==> src/rtl/deshiphrator.sv <==
// deshiphrator: iterative Kuznyechik (GOST R 34.12-2015) block decryptor.
// Sixteen R^-1 byte steps form one L^-1, followed by S^-1 and a round-key XOR.
module deshiphrator (
    input  logic         clk,
    input  logic         rst_n,
    input  logic         enable,
    input  logic [127:0] input_word,
    input  logic [127:0] key_1,
    input  logic [127:0] key_2,
    input  logic [127:0] key_3,
    input  logic [127:0] key_4,
    input  logic [127:0] key_5,
    input  logic [127:0] key_6,
    input  logic [127:0] key_7,
    input  logic [127:0] key_8,
    input  logic [127:0] key_9,
    input  logic [127:0] key_10,
    output logic [127:0] output_word,
    output logic         finish,
    output logic         busy
);
    typedef enum logic [1:0] {IDLE, LIN, SUB, DONE} fsm_t;

    localparam logic [0:255][7:0] PI = {
        128'hFCEEDD11CF6E3116FBC4FADA23C5044D, 128'hE977F0DB932E99BA1736F1BB14CD5FC1,
        128'hF918655AE25CEF21811C3C428B018E4F, 128'h058402AEE36A8FA0060BED987FD4D31F,
        128'hEB342C51EAC848ABF22A68A2FD3ACECC, 128'hB5700E56080C7612BF7213479CB75D87,
        128'h15A19629107B9AC7F391786F9D9EB2B1, 128'h3275193DFF358A7E6D54C680C3BD0D57,
        128'hDFF524A93EA843C9D779D6F67C22B903, 128'hE00FECDE7A94B0BCDCE828504E330A4A,
        128'hA79760731E0062441AB83882649F2641, 128'hAD454692275E552F8CA3A57D69D5953B,
        128'h0758B34086AC1DF730376BE488D9E789, 128'hE11B83494C3FF8FE8D53AA90CAD88561,
        128'h207167A42D2B095BCB9B25D0BEE56C52, 128'h59A674D2E6F4B4C0D166AFC2394B63B6
    };
    localparam logic [15:0][7:0] LC = {
        8'd148, 8'd32, 8'd133, 8'd16, 8'd194, 8'd192, 8'd1, 8'd251,
        8'd1, 8'd192, 8'd194, 8'd16, 8'd133, 8'd32, 8'd148, 8'd1
    };

    // The inverse S-box ROM is derived from pi at elaboration so only one table is maintained.
    function automatic logic [0:255][7:0] invert_pi();
        logic [0:255][7:0] r;
        r = '0;
        for (int i = 0; i < 256; i++) r[PI[i]] = i[7:0];
        return r;
    endfunction
    localparam logic [0:255][7:0] PI_INV = invert_pi();

    function automatic logic [7:0] gf_mul(input logic [7:0] a, input logic [7:0] b);
        logic [7:0] p, x;
        p = '0;
        x = a;
        for (int i = 0; i < 8; i++) begin
            if (b[i]) p = p ^ x;
            x = x[7] ? ({x[6:0], 1'b0} ^ 8'hC3) : {x[6:0], 1'b0};
        end
        return p;
    endfunction

    function automatic logic [127:0] r_inv(input logic [127:0] a);
        logic [127:0] b;
        logic [7:0]   l;
        b = {a[119:0], a[127:120]};
        l = '0;
        for (int k = 0; k < 16; k++) l = l ^ gf_mul(b[k*8 +: 8], LC[k]);
        return {a[119:0], l};
    endfunction

    function automatic logic [127:0] s_inv(input logic [127:0] a);
        logic [127:0] r;
        for (int k = 0; k < 16; k++) r[k*8 +: 8] = PI_INV[a[k*8 +: 8]];
        return r;
    endfunction

    fsm_t          fsm_q, fsm_d;
    logic [127:0]  state_q, state_d, out_q, out_d;
    logic [3:0]    round_q, round_d, step_q, step_d;
    logic          finish_q, finish_d, busy_q, busy_d;
    logic [9:1][127:0] round_keys;

    assign round_keys  = {key_9, key_8, key_7, key_6, key_5, key_4, key_3, key_2, key_1};
    assign output_word = out_q;
    assign finish      = finish_q;
    assign busy        = busy_q;

    always_comb begin
        fsm_d    = fsm_q;
        state_d  = state_q;
        round_d  = round_q;
        step_d   = step_q;
        out_d    = out_q;
        finish_d = finish_q;
        busy_d   = busy_q;
        case (fsm_q)
            IDLE: begin
                finish_d = 1'b0;
                if (enable) begin
                    state_d = input_word ^ key_10;
                    round_d = 4'd9;
                    step_d  = 4'd0;
                    busy_d  = 1'b1;
                    fsm_d   = LIN;
                end
            end
            LIN: begin
                state_d = r_inv(state_q);
                step_d  = step_q + 4'd1;
                fsm_d   = (step_q == 4'd15) ? SUB : LIN;
            end
            SUB: begin
                state_d = s_inv(state_q) ^ round_keys[round_q];
                fsm_d   = (round_q == 4'd1) ? DONE : LIN;
                round_d = (round_q == 4'd1) ? round_q : round_q - 4'd1;
            end
            DONE: begin
                out_d    = state_q;
                finish_d = 1'b1;
                busy_d   = 1'b0;
                fsm_d    = IDLE;
            end
            default: fsm_d = IDLE;
        endcase
    end

    always_ff @(posedge clk or negedge rst_n) begin
        if (!rst_n) begin
            fsm_q    <= IDLE;
            state_q  <= '0;
            round_q  <= '0;
            step_q   <= '0;
            out_q    <= '0;
            finish_q <= 1'b0;
            busy_q   <= 1'b0;
        end else begin
            fsm_q    <= fsm_d;
            state_q  <= state_d;
            round_q  <= round_d;
            step_q   <= step_d;
            out_q    <= out_d;
            finish_q <= finish_d;
            busy_q   <= busy_d;
        end
    end
endmodule
==> config.mk <==
export PLATFORM = sky130hd
export DESIGN_NAME = deshiphrator
export DESIGN_NICKNAME = d
export VERILOG_FILES = /design/src/rtl/deshiphrator.sv
export SDC_FILE = /design/constraint.sdc
export NUM_CORES = 2
export LEC_CHECK = 0
export BUFFER_PORTS_ARGS = -buffer_cell sky130_fd_sc_hd__clkbuf_2
export CAP_MARGIN = 30
export CORE_AREA = 2 2 594 596
export DETAILED_ROUTE_END_ITERATION = 7
export DIE_AREA = 0 0 596 598
export PLACE_DENSITY_LB_ADDON = 0.1
export SYNTH_ARGS = -nofsm -noshare
export SYNTH_HDL_FRONTEND = slang
export SYNTH_SLANG_ARGS = --single-unit
==> constraint.sdc <==
create_clock -name clk -period 7.7 [get_ports clk]
set_input_delay 0.77 -clock clk [delete_from_list [all_inputs] [get_ports clk]]
set_output_delay 0.77 -clock clk [all_outputs]
set_load 0.01 [all_outputs]
==> results.sh <==
export IMPL_required_ns=8.30
export IMPL_hp_start="enable"
export IMPL_fmax_ghz=0.190
export IMPL_grt_first_pass_wirelength_mm=906
export IMPL_drv_cap=0
export IMPL_synth_edf_count=0
export IMPL_arrival_ns=5.85
export IMPL_insertion_delay_ns=0.77
export IMPL_synthArstFlopShare=1.00
export IMPL_fin_worst_skew_ns=0.0295
export IMPL_cts_num_sinks=268
export IMPL_p_leak_nw=36.0
export IMPL_crit_type="reg -> reg"
export IMPL_status="complete, no violations"
export IMPL_initial_core_util=0.220
export IMPL_multi_input_area_um2=64200
export IMPL_report_final_slew_viol_count=0
export IMPL_wire_per_inst_um=42.6
export IMPL_pwr_density_cell_nw_per_um2=673
export IMPL_layout_common_cells="clkbuf_2, a21oi_1, o21ai_0"
export IMPL_grt_pass1_vias=94800
export IMPL_intPower_w=0.0223
export IMPL_tightest_slew_ns=1.27
export IMPL_grt_max_degree=174
export IMPL_chipWidth_um=596
export IMPL_wl_mm=689
export IMPL_combPwrFrac=0.903
export IMPL_cp_max_fo=27
export IMPL_post_place_ws_ns=2.57
export IMPL_reg2reg_depth=13
export IMPL_hold_path_class="in -> reg"
export IMPL_hold_viol_final=0
export IMPL_finalPower_w=0.0609
export IMPL_nets=13000
export IMPL_cts_tree="done"
export IMPL_clock_path_buffers=3
export IMPL_relSlewSlack=0.150
export IMPL_fillers=39300
export IMPL_seq_power_share=0.056
export IMPL_grt_ovfl_total=0
export IMPL_dieArea_um2=356000
export IMPL_drc=0
export IMPL_cts_htree_levels=2
export IMPL_yosysWarnings=0
export IMPL_synth_net_count=12400
export IMPL_post_cts_buffers=0
export IMPL_setup_viol=0
export IMPL_crit_top_cell="buf_4"
export IMPL_detail_route_first_pass_iterations=7
export IMPL_rrSetupSlack_ns=2.44
export IMPL_whs_path_depth=2
export IMPL_dp_cells=15900
export IMPL_numPortBuffers=1540
export IMPL_r2r_start="state_q[105]$_DFFE_PN0P_"
export IMPL_ys_seq_elements=268
export IMPL_switching_share=0.634
export IMPL_path_cells="buf_4 -> clkinv_1 -> buf_4 -> ha_1 -> nor2b_1 -> o221ai_1 -> nand3_1 -> a21oi_1 -> o31ai_1 -> o31a_1 -> xnor2_1 -> a221oi_1 -> o22ai_1"
export IMPL_die_h_um=598
export IMPL_num_io_pins=1541
export IMPL_avgSynthCellArea_um2=7.22
export IMPL_rows=218
export IMPL_fp_coreArea_um2=351000
export IMPL_holdPathEnd="fsm_q[1]$_DFFE_PN0P_"
export IMPL_clockPowerShare=0.042
export IMPL_numCtsBuffers=48
export IMPL_peakVddDrop_mv=1.59
export IMPL_synthDistinctLibCells=96
export IMPL_synthCells=10700
export IMPL_slowest_delay_ns=0.97
export IMPL_period_needed_ns=5.26
export IMPL_vias_per_cell=6.32
export IMPL_cp_end_kind="flop"
export IMPL_area_growth_pct=17.0
export IMPL_gr_usage_all_layers=0.367
export IMPL_drtAntennaViolNets=0
export IMPL_finalSetupTns_ns=0
export IMPL_final_common_cell="clkbuf_2"
export IMPL_vias=102000
export IMPL_first_iter_violations=16500
export IMPL_antenna_found_initial=201
export IMPL_fin_crit_sh=0.683
export IMPL_rsz0062_at_grt="false"
export IMPL_setup_ws_ns=2.44
export IMPL_r2r_end="state_q[105]$_DFFE_PN0P_"
export IMPL_synth_ff_type="dfrtp_1"
export IMPL_seqCellArea_um2=6830
export IMPL_path_clk_slew_ns=0.06
export IMPL_syn_area_um2=77300
export IMPL_cp_slowest_cell="a221oi_1"
export IMPL_hpwl_mm=537
export IMPL_switchingPower_w=0.0386
export IMPL_yosysTopAreaCell="mux4_2"
export IMPL_drive_above_1_share=0.245
export IMPL_synth_area_leaders="mux4_2, dfrtp_1, a21oi_1"
export IMPL_stdcell_count=16200
export IMPL_root_buffer="clkbuf_16"
export IMPL_synth_top_area_frac=0.111
export IMPL_critPathLaunchType="flop"
export IMPL_gp_congestion=1.03
export IMPL_seq_area_frac_synth=0.0868
-- how the worst max path moves through the flow --
stage | from | to | slack [ns] | cells after the start
after floorplan | state_q[113]$_DFFE_PN0P_ | state_q[115]$_DFFE_PN0P_ | 3.94 | 14
after detailed placement | state_q[105]$_DFFE_PN0P_ | state_q[105]$_DFFE_PN0P_ | 2.57 | 13
final | state_q[105]$_DFFE_PN0P_ | state_q[105]$_DFFE_PN0P_ | 2.44 | 13
after CTS | state_q[105]$_DFFE_PN0P_ | state_q[105]$_DFFE_PN0P_ | 2.55 | 13
after global placement | state_q[105]$_DFFE_PN0P_ | state_q[105]$_DFFE_PN0P_ | 2.31 | 13
after global routing | state_q[105]$_DFFE_PN0P_ | state_q[105]$_DFFE_PN0P_ | 2.48 | 13
-- synthesized netlist by cell type (156+ instances only) --
master and number:
a31oi_1 225, o22ai_1 259, mux2i_1 351, nand2b_1 235, mux4_2 382, a221oi_1 156, ha_1 295, nor2b_1 233
a21oi_1 1006, clkbuf_1 695, a211oi_1 225, a311oi_1 163, xor2_1 164, nor3_1 365, nand3_1 277, dfrtp_1 268
nand2_1 703, buf_2 436, nor2_1 867, xnor2_1 333, o21ai_0 887, mux2_2 159
-- power by group through the flow --
stage | combinational (W) | clock [W] | sequential, W
after floorplan | 0.0358 | 0 | 0.00225
after global placement | 0.0536 | 0 | 0.00344
after detailed placement | 0.0529 | 0 | 0.00337
after CTS | 0.0531 | 0.00260 | 0.00334
after global routing | 0.0571 | 0.00263 | 0.00345
final | 0.0549 | 0.00254 | 0.00340
-- critical path: cells and delay by family, from the launching register on --
kind,cells,cell delay (ns)
compound gates,6,2.19
fa+ha+maj,1,0.60
xor+xnor,1,0.19
simple gates,2,1.01
flops,1,0.37
buf+inv,3,0.67
-- timing repair --
item / in CTS / in global routing
hold endpoints to repair: 46 / 0
resized for setup: 0 / 0
hold buffers: 1 / 0
-- sequential cells by signal (all words and copies together) (netlist names) --
signal and cells:
step_q 4, busy 1, finish 1, round_q 4
output_word 128, fsm_q 2, state_q 128
-- final cells by class --
| class | count | share of cell area |
|---|---|---|
| antenna | 188 | 0.00520 |
| clock buffer | 60 | 0.0144 |
| clock inverter | 29 | 0.00429 |
| inverter | 182 | 0.00773 |
| multi-input combinational | 8922 | 0.710 |
| sequential | 268 | 0.0755 |
| tap | 4620 | 0.0639 |
| timing repair buffer | 1908 | 0.119 |
-- kinds of logic after synthesis --
| family | share of synthesized area |
|---|---|
| and+or+nand+nor | 0.194 |
| adders and majority gates | 0.0479 |
| xor gates and xnor gates | 0.0604 |
| AOI/OAI and AO/OA | 0.346 |
| DFF | 0.0868 |
| muxes | 0.180 |
| buffers and inverters | 0.0850 |
-- per-stage QoR --
step                instance area [um^2]  utilization  hold WS (ns)
floorplan                          77300            -         0.474
global placement                   87800        0.250         0.492
detailed placement                 88200        0.251         0.497
CTS                                89900        0.256         0.300
global route                       90300        0.257         0.349
finish                             90400        0.258         0.356
-- per-layer routing --
metal,vias up,global-route usage,wire (um)
met3,1251,0.107,71700
met1,51400,0.456,269000
met5,-,0.00374,366
li1,42100,-,-
met4,54,0.243,55500
met2,7331,0.549,292000
No activity file was read; power rests on OpenSTA's default activity.
